File: config.mk
export PLATFORM = sky130hd
export DESIGN_NAME = instr_encode_flat
export DESIGN_NICKNAME = d
export VERILOG_FILES = /design/src/rtl/instr_pkg.sv /design/src/rtl/instr_encode_if.sv /design/src/rtl/instr_fifo.sv /design/src/rtl/instr_encode.sv /design/src/flat_wrapper.sv
export SDC_FILE = /design/constraint.sdc
export NUM_CORES = 1
export LEC_CHECK = 0
export ABC_CLOCK_PERIOD_IN_PS = 2900
export CORE_MARGIN = 5
export CORE_UTILIZATION = 55
export CTS_BUF_LIST = sky130_fd_sc_hd__clkbuf_8 sky130_fd_sc_hd__clkbuf_16
export CTS_CLUSTER_DIAMETER = 60
export DETAILED_ROUTE_END_ITERATION = 16
export DONT_BUFFER_PORTS = 1
export PLACE_DENSITY_LB_ADDON = 0.25
export SLEW_MARGIN = 20
export SYNTH_ARGS = -nofsm -noshare
export SYNTH_HDL_FRONTEND = slang
export SYNTH_HIERARCHICAL = 1
export SYNTH_SLANG_ARGS = --single-unit
File: constraint.sdc
create_clock -name clk -period 2.9 [get_ports clk]
set_clock_uncertainty 0.2 [all_clocks]
set_input_delay 0.58 -clock clk [delete_from_list [all_inputs] [get_ports clk]]
set_output_delay 0.58 -clock clk [all_outputs]
set_load 0.02 [all_outputs]
File: src/rtl/instr_pkg.sv
// Shared definitions for the 3-bit instruction-code interface: field widths,
// the tuple <-> code map used by both encode and decode stages, and FSM states.
package instr_pkg;

    localparam int REG_W     = 3;
    localparam int CMD_W     = 4;
    localparam int CODE_W    = 3;
    localparam int NUM_CODES = 1 << CODE_W;
    localparam int GAP_W     = 4;

    typedef struct packed {
        logic [REG_W-1:0] src_reg1;
        logic [REG_W-1:0] src_reg2;
        logic [CMD_W-1:0] cmd;
        logic [REG_W-1:0] dest_reg;
    } instr_tuple_t;

    localparam int TUPLE_W = $bits(instr_tuple_t);

    typedef struct packed {
        logic              hit;
        logic [CODE_W-1:0] code;
    } lookup_t;

    typedef enum logic {
        ST_IDLE,
        ST_GAP
    } state_t;

    // Index in this table is the code; the decode stage reads the same table.
    localparam instr_tuple_t CODE_TUPLE [NUM_CODES] = '{
        {3'b010, 3'b011, 4'b0000, 3'b001},
        {3'b001, 3'b101, 4'b0001, 3'b100},
        {3'b001, 3'b010, 4'b1010, 3'b010},
        {3'b001, 3'b010, 4'b1011, 3'b111},
        {3'b001, 3'b010, 4'b0010, 3'b110},
        {3'b001, 3'b010, 4'b0100, 3'b001},
        {3'b010, 3'b000, 4'b1000, 3'b011},
        {3'b000, 3'b000, 4'b1000, 3'b110}
    };

    function automatic lookup_t encode_lookup(input instr_tuple_t t);
        lookup_t r;
        // NOTE: default every combinational result up front so no path leaves it unassigned (no latch).
        r = '0;
        for (int i = 0; i < NUM_CODES; i++) begin
            if (t == CODE_TUPLE[i]) begin
                r.hit  = 1'b1;
                r.code = CODE_W'(i);
            end
        end
        return r;
    endfunction

endpackage

File: src/rtl/instr_encode_if.sv
// Tuple input handshake plus code/strobe/error outputs of the instruction encoder.
interface instr_encode_if;
    import instr_pkg::*;

    logic              IN_VALID;
    logic              IN_READY;
    logic [REG_W-1:0]  SRC_REG1;
    logic [REG_W-1:0]  SRC_REG2;
    logic [CMD_W-1:0]  CMD;
    logic [REG_W-1:0]  DEST_REG;
    logic              HOLD;
    logic [CODE_W-1:0] C;
    logic              EN;
    logic              ERR;
    logic [7:0]        ERR_CNT;

    modport master (
        output IN_VALID, SRC_REG1, SRC_REG2, CMD, DEST_REG, HOLD,
        input  IN_READY, C, EN, ERR, ERR_CNT
    );

    modport slave (
        input  IN_VALID, SRC_REG1, SRC_REG2, CMD, DEST_REG, HOLD,
        output IN_READY, C, EN, ERR, ERR_CNT
    );

endinterface

File: src/rtl/instr_fifo.sv
// Synchronous circular-buffer FIFO; pointers carry one extra wrap bit so
// full and empty are distinguished without a separate count.
module instr_fifo #(
    parameter int DEPTH = 4,
    parameter int WIDTH = 8
) (
    input  logic             clk,
    input  logic             rst_n,
    input  logic             i_push,
    input  logic             i_pop,
    input  logic [WIDTH-1:0] i_data,
    output logic [WIDTH-1:0] o_head,
    output logic             o_full,
    output logic             o_empty
);

    localparam int AW = $clog2(DEPTH);

    logic [AW:0]      r_wr_ptr;
    logic [AW:0]      r_rd_ptr;
    logic [WIDTH-1:0] r_mem [DEPTH];
    logic             w_do_push;
    logic             w_do_pop;

    assign o_empty   = (r_wr_ptr == r_rd_ptr);
    assign o_full    = (r_wr_ptr[AW] != r_rd_ptr[AW]) &&
                       (r_wr_ptr[AW-1:0] == r_rd_ptr[AW-1:0]);
    assign w_do_push = i_push && !o_full;
    assign w_do_pop  = i_pop && !o_empty;
    assign o_head    = r_mem[r_rd_ptr[AW-1:0]];

    // NOTE: sequential state uses non-blocking assignments so every flop samples pre-edge values.
    always_ff @(posedge clk or negedge rst_n) begin
        if (!rst_n) begin
            r_wr_ptr <= '0;
            r_rd_ptr <= '0;
        end else begin
            if (w_do_push) r_wr_ptr <= r_wr_ptr + 1'b1;
            if (w_do_pop)  r_rd_ptr <= r_rd_ptr + 1'b1;
        end
    end

    // NOTE: storage is not reset; clearing the pointers already empties the FIFO and keeps this a plain RAM.
    always_ff @(posedge clk) begin
        if (w_do_push) r_mem[r_wr_ptr[AW-1:0]] <= i_data;
    end

endmodule

File: src/rtl/instr_encode.sv
// Instruction issue encoder: FIFO-buffered tuples reverse-mapped to 3-bit codes
// and issued with an EN strobe. Define INSTR_ENCODE_ERRCNT_EN to build ERR_CNT.
module instr_encode
    import instr_pkg::*;
#(
    parameter int DEPTH      = 4,
    parameter int GAP_CYCLES = 0
) (
    input  logic           clk,
    input  logic           rst_n,
    instr_encode_if.slave  bus
);

    instr_tuple_t      w_in_tuple;
    instr_tuple_t      w_head;
    lookup_t           w_lookup;
    logic              w_full;
    logic              w_empty;
    logic              w_pop;
    logic              w_drop;

    state_t            r_state;
    logic [GAP_W-1:0]  r_gap_cnt;
    logic [CODE_W-1:0] r_code;
    logic              r_en;
    logic              r_err;

    assign w_in_tuple = '{src_reg1: bus.SRC_REG1, src_reg2: bus.SRC_REG2,
                          cmd: bus.CMD, dest_reg: bus.DEST_REG};

    instr_fifo #(
        .DEPTH (DEPTH),
        .WIDTH (TUPLE_W)
    ) u_fifo (
        .clk     (clk),
        .rst_n   (rst_n),
        .i_push  (bus.IN_VALID),
        .i_pop   (w_pop),
        .i_data  (w_in_tuple),
        .o_head  (w_head),
        .o_full  (w_full),
        .o_empty (w_empty)
    );

    // A pop happens for both issues and drops; the lookup decides which.
    assign w_lookup = encode_lookup(w_head);
    assign w_pop    = (r_state == ST_IDLE) && !w_empty && !bus.HOLD;
    assign w_drop   = w_pop && !w_lookup.hit;

    always_ff @(posedge clk or negedge rst_n) begin
        if (!rst_n) begin
            r_state   <= ST_IDLE;
            r_gap_cnt <= '0;
            r_code    <= '0;
            r_en      <= 1'b0;
            r_err     <= 1'b0;
        end else begin
            r_en  <= 1'b0;
            r_err <= 1'b0;
            case (r_state)
                ST_IDLE: begin
                    if (w_pop) begin
                        if (w_lookup.hit) begin
                            r_code <= w_lookup.code;
                            r_en   <= 1'b1;
                            if (GAP_CYCLES > 0) begin
                                r_state   <= ST_GAP;
                                r_gap_cnt <= GAP_W'(GAP_CYCLES);
                            end
                        end else begin
                            r_err <= 1'b1;
                        end
                    end
                end
                ST_GAP: begin
                    if (r_gap_cnt <= GAP_W'(1)) r_state <= ST_IDLE;
                    else                        r_gap_cnt <= r_gap_cnt - 1'b1;
                end
                default: r_state <= ST_IDLE;
            endcase
        end
    end

    assign bus.IN_READY = !w_full;
    assign bus.C        = r_code;
    assign bus.EN       = r_en;
    assign bus.ERR      = r_err;

`ifdef INSTR_ENCODE_ERRCNT_EN
    logic [7:0] r_err_cnt;

    always_ff @(posedge clk or negedge rst_n) begin
        if (!rst_n)                           r_err_cnt <= '0;
        else if (w_drop && r_err_cnt != 8'hFF) r_err_cnt <= r_err_cnt + 8'd1;
    end

    assign bus.ERR_CNT = r_err_cnt;
`else
    assign bus.ERR_CNT = '0;
`endif

endmodule
File: src/flat_wrapper.sv
// flat-port wrapper written by rule: the top's interface ports become plain ports
module instr_encode_flat import instr_pkg::*;
#(
    parameter int DEPTH      = 4,
    parameter int GAP_CYCLES = 0
)
  (clk, rst_n, bus_IN_VALID, bus_SRC_REG1, bus_SRC_REG2, bus_CMD, bus_DEST_REG, bus_HOLD, bus_IN_READY, bus_C, bus_EN, bus_ERR, bus_ERR_CNT);
  instr_encode_if bus_i ();
  input  logic clk;
  input  logic rst_n;
  input wire logic [$bits(bus_i.IN_VALID)-1:0] bus_IN_VALID;
  input wire logic [$bits(bus_i.SRC_REG1)-1:0] bus_SRC_REG1;
  input wire logic [$bits(bus_i.SRC_REG2)-1:0] bus_SRC_REG2;
  input wire logic [$bits(bus_i.CMD)-1:0] bus_CMD;
  input wire logic [$bits(bus_i.DEST_REG)-1:0] bus_DEST_REG;
  input wire logic [$bits(bus_i.HOLD)-1:0] bus_HOLD;
  output wire logic [$bits(bus_i.IN_READY)-1:0] bus_IN_READY;
  output wire logic [$bits(bus_i.C)-1:0] bus_C;
  output wire logic [$bits(bus_i.EN)-1:0] bus_EN;
  output wire logic [$bits(bus_i.ERR)-1:0] bus_ERR;
  output wire logic [$bits(bus_i.ERR_CNT)-1:0] bus_ERR_CNT;
  assign bus_i.IN_VALID = bus_IN_VALID;
  assign bus_i.SRC_REG1 = bus_SRC_REG1;
  assign bus_i.SRC_REG2 = bus_SRC_REG2;
  assign bus_i.CMD = bus_CMD;
  assign bus_i.DEST_REG = bus_DEST_REG;
  assign bus_i.HOLD = bus_HOLD;
  assign bus_IN_READY = bus_i.IN_READY;
  assign bus_C = bus_i.C;
  assign bus_EN = bus_i.EN;
  assign bus_ERR = bus_i.ERR;
  assign bus_ERR_CNT = bus_i.ERR_CNT;
  instr_encode #(.DEPTH(DEPTH), .GAP_CYCLES(GAP_CYCLES)) u_core (.clk(clk), .rst_n(rst_n), .bus(bus_i));
endmodule
==> results.md <==
- Outcome: complete, no violations
- Tot GR Track Use: about 17%
- Pwr Density: roughly 1000 nW/um2
- CTS buffer count: 9
- # DRC: 0
- Synthesized instance count: 204
- Cell taking the most area after synthesis: edfxtp_1
- Least-Margin Pin Slew: approximately 1.1 ns
- Seq/Total Area, Yosys: between 60% and 70%
- Largest net degree at the start of global routing: 20
- Yosys cell types: between 40 and 50
- Row cnt: 27
- Top Family by Delay on Critical Path: multiplexers
- Yosys reg bits: 68
- Power, Total: between 3 and 4 mW
- Top cells by area, synth: edfxtp_1 49%, dfrtp_1 13%, mux4_2 9.2%
- Final instance area: approximately 3600 um2
- Yosys top cell area share: between 40% and 50%
- Crit path DAT: between 2 and 3 ns
- Slew Viols, Final: 0
- Final GP Congestion: between 0.9 and 1
- Bufs on Longest Clock Path: 2
- Crit end category: flop
- PortBufs: 0
- Post-route setup TNS: 0 ns
- Post-layout nets: 248
- Worst hold path class: in -> reg
- Slew HR: 28.2%
- Startpoint types: flop
- Synth Area per Inst: around 16 um2
- Total grt overflow: 0
- Synth warn: 6
- Final ANT Viol Nets: 0
- Mux cell area share after synthesis: a little under 10%
- CTS tree: built
- Clk_lat worst skew: 0.34 ns
- Total iterations of the first detailed-routing run: 4
- Max stage delay cell, worst path: or4b_1
- VDD IR max: 0.563 mV
- Crit path time final: between 2 and 3 ns
- Hold slack: 0.133 ns
- Final period util: ~99%
- Most common cell in the synthesized netlist: edfxtp_1
- Die Wd: about 86 um
- First-pass GRT wire length: 9620 um
- Total leakage power: approximately 1.3 nW
- Vert. Die Dim: ~86 um
- H-tree levels: 3
- Initial antenna violation count: 0
- Fin util: between 60% and 70%
- Adder-Cell Fraction of Synth Area: between 2 and 3%
- N_diodes: 0
- Hold Fails Final Rpt: 0
- Fill cell count: 397
- EDFF count, synth: between 50 and 60
- Placed cell area: approximately 3300 um2
- Top FF cell, synth: edfxtp_1
- Synth Area in Compound Gates: between 8 and 9%
- WL/cell: roughly 20 um
- CP max FO: 8
- Mapped Area: ~3200 um2
- Top cells by count, synth: 52 x edfxtp_1, 16 x dfrtp_1, 13 x mux4_2
- Xor and xnor fraction of the mapped netlist area: under 10%
- CP Cell Sequence: buf_12, mux4_2, or4b_1, a211oi_2, o21ai_2, a31oi_4, mux2_4
- Setup ws final: 0.0267 ns
- Buffers plus inverters on the worst setup path: 1
- Endpoints failing setup: 0
- Unrepaired setup endpoints after global routing: yes
- Clock Sink Count: slightly below 70
- Final Instance Count excl. Fillers: ~300
- Top-level I/O count: 31
- Slowest stage delay, CP: 0.57 ns
- Final wirelength: 6010 um
- Post-DP HPWL: 4020 um
- Crit path required time: a little under 3 ns
- Largest family of logic cells by synthesized area: multiplexers
- DP Worst Slack: -0.0247 ns
- Layout overhead on the synthesized area: 13.0%
- Root Buffer: clkbuf_8
- Die ar.: roughly 7400 um2
- Vias: 1,804
- Achievable Freq: between 300 and 400 MHz
- Inst Count DP: around 280
- Starting Density: 57.1%
- Initial drt markers: roughly 210
- Share of layout cells above drive strength 1: roughly 28%
- Core area: 5570 um2
- Vias/cell: roughly 6
- CTS clk-pin slew, worst paths: ~0.070 ns
- Post-synthesis simple-gate area fraction: about a tenth
- Worst Setup Path Type: reg -> reg
- # Max-Cap Violations: 0
- Fraction of registers with async set/reset: 23.5%
- Vias in the first global route: 1,914
## final cells by class
type	instances	area, um2	share of cell area, %
Clock inverter	7	68.8	1.92
Sequential cell	68	1960	54.6
Timing Repair Buffer	14	145	4.04
Clock buffer	9	124	3.45
Multi-Input combinational cell	121	1170	32.5
Inverter	10	37.5	1.04
Tap cell	72	90.1	2.51
## sequential cells by signal (all words and copies together) (netlist names)
signal and count:
u_core/bus.EN 1, u_core/bus.C 3, u_core/u_fifo/r_rd_ptr 3, u_core/r_gap_cnt 4, u_core/u_fifo/r_wr_ptr 3, u_core/bus.ERR 1
u_core/r_state 1, u_core/u_fifo/r_mem 52
## worst reg2reg max path, delay by kind of cell, from the launching register on
kind | cells | cell delay, ns
DFF | 1 | 0.38
buffers and inverters | 1 | 0.15
AOI/OAI and AO/OA | 3 | 0.60
and+or+nand+nor | 1 | 0.57
muxes | 2 | 0.85
## kinds of logic after synthesis
logic type	count (synthesis)
compound gates	31
xor+xnor	12
fa+ha+maj	7
buf+inv	22
flops	68
mux	14
other cells	1
simple gates	49
## power breakdown
part / total (mW) / switching (mW) / internal [mW]
combinational: 1.53 / 0.881 / 0.653
sequential: 1.39 / 0.115 / 1.28
clock: 0.741 / 0.348 / 0.393
total: 3.66 / 1.34 / 2.32
## path summary, 6_finish.rpt
kind / start / end / slack (ns) / cells past startpoint
setup / recovery: u_core/u_fifo/r_rd_ptr[0]$_DFFE_PN0P_ / u_core/bus.C[0]$_DFFE_PN0P_ / 0.03 / 7
hold / removal: bus_CMD[3] / u_core/u_fifo/r_mem[2][6]$_DFFE_PP_ / 0.13 / 0
setup reg to reg: u_core/u_fifo/r_rd_ptr[0]$_DFFE_PN0P_ / u_core/bus.C[0]$_DFFE_PN0P_ / 0.03 / 7
hold reg to reg: u_core/r_gap_cnt[3]$_DFFE_PN0P_ / u_core/r_gap_cnt[3]$_DFFE_PN0P_ / 0.29 / 1
max in group asynchronous: rst_n / u_core/bus.C[2]$_DFFE_PN0P_ / 1.46 / 1
min in group asynchronous: rst_n / u_core/r_gap_cnt[2]$_DFFE_PN0P_ / 0.56 / 1
## per-layer routing
layer | part of all wire (%) | wire [um] | GRT usage, %
met1 | 40 | 2380 | 19.9
met4 | 2.3 | 140 | 9.21
met3 | 7.3 | 437 | 5.38
met2 | 51 | 3060 | 28.8
met5 | 0 | 0 | 0
## cell usage in the layout (no fill, tap or decap), types with 6 or more instances in the layout
| cell type | Yosys | layout |
|---|---|---|
| edfxtp_1 | 52 | 52 |
| nand2_1 | 7 | 7 |
| o21ai_0 | 6 | 6 |
| buf_4 | 10 | 10 |
| ha_1 | 7 | 7 |
| conb_1 | 1 | 8 |
| mux4_2 | 13 | 13 |
| xnor2_1 | 7 | 7 |
| dfrtp_1 | 16 | 16 |
| nand2b_1 | 6 | 6 |
| inv_1 | 10 | 11 |
| clkbuf_8 | 0 | 9 |
## timing repair
item,4_1_cts,5_1_grt
hold endpoints to repair,16,0
pin swaps,0,5
buffers inserted,1,6
cloned,0,0
gates resized for setup,1,10
setup endpoints to repair,1,1
hold buffers,1,0
No activity file was read; power rests on OpenSTA's default activity.
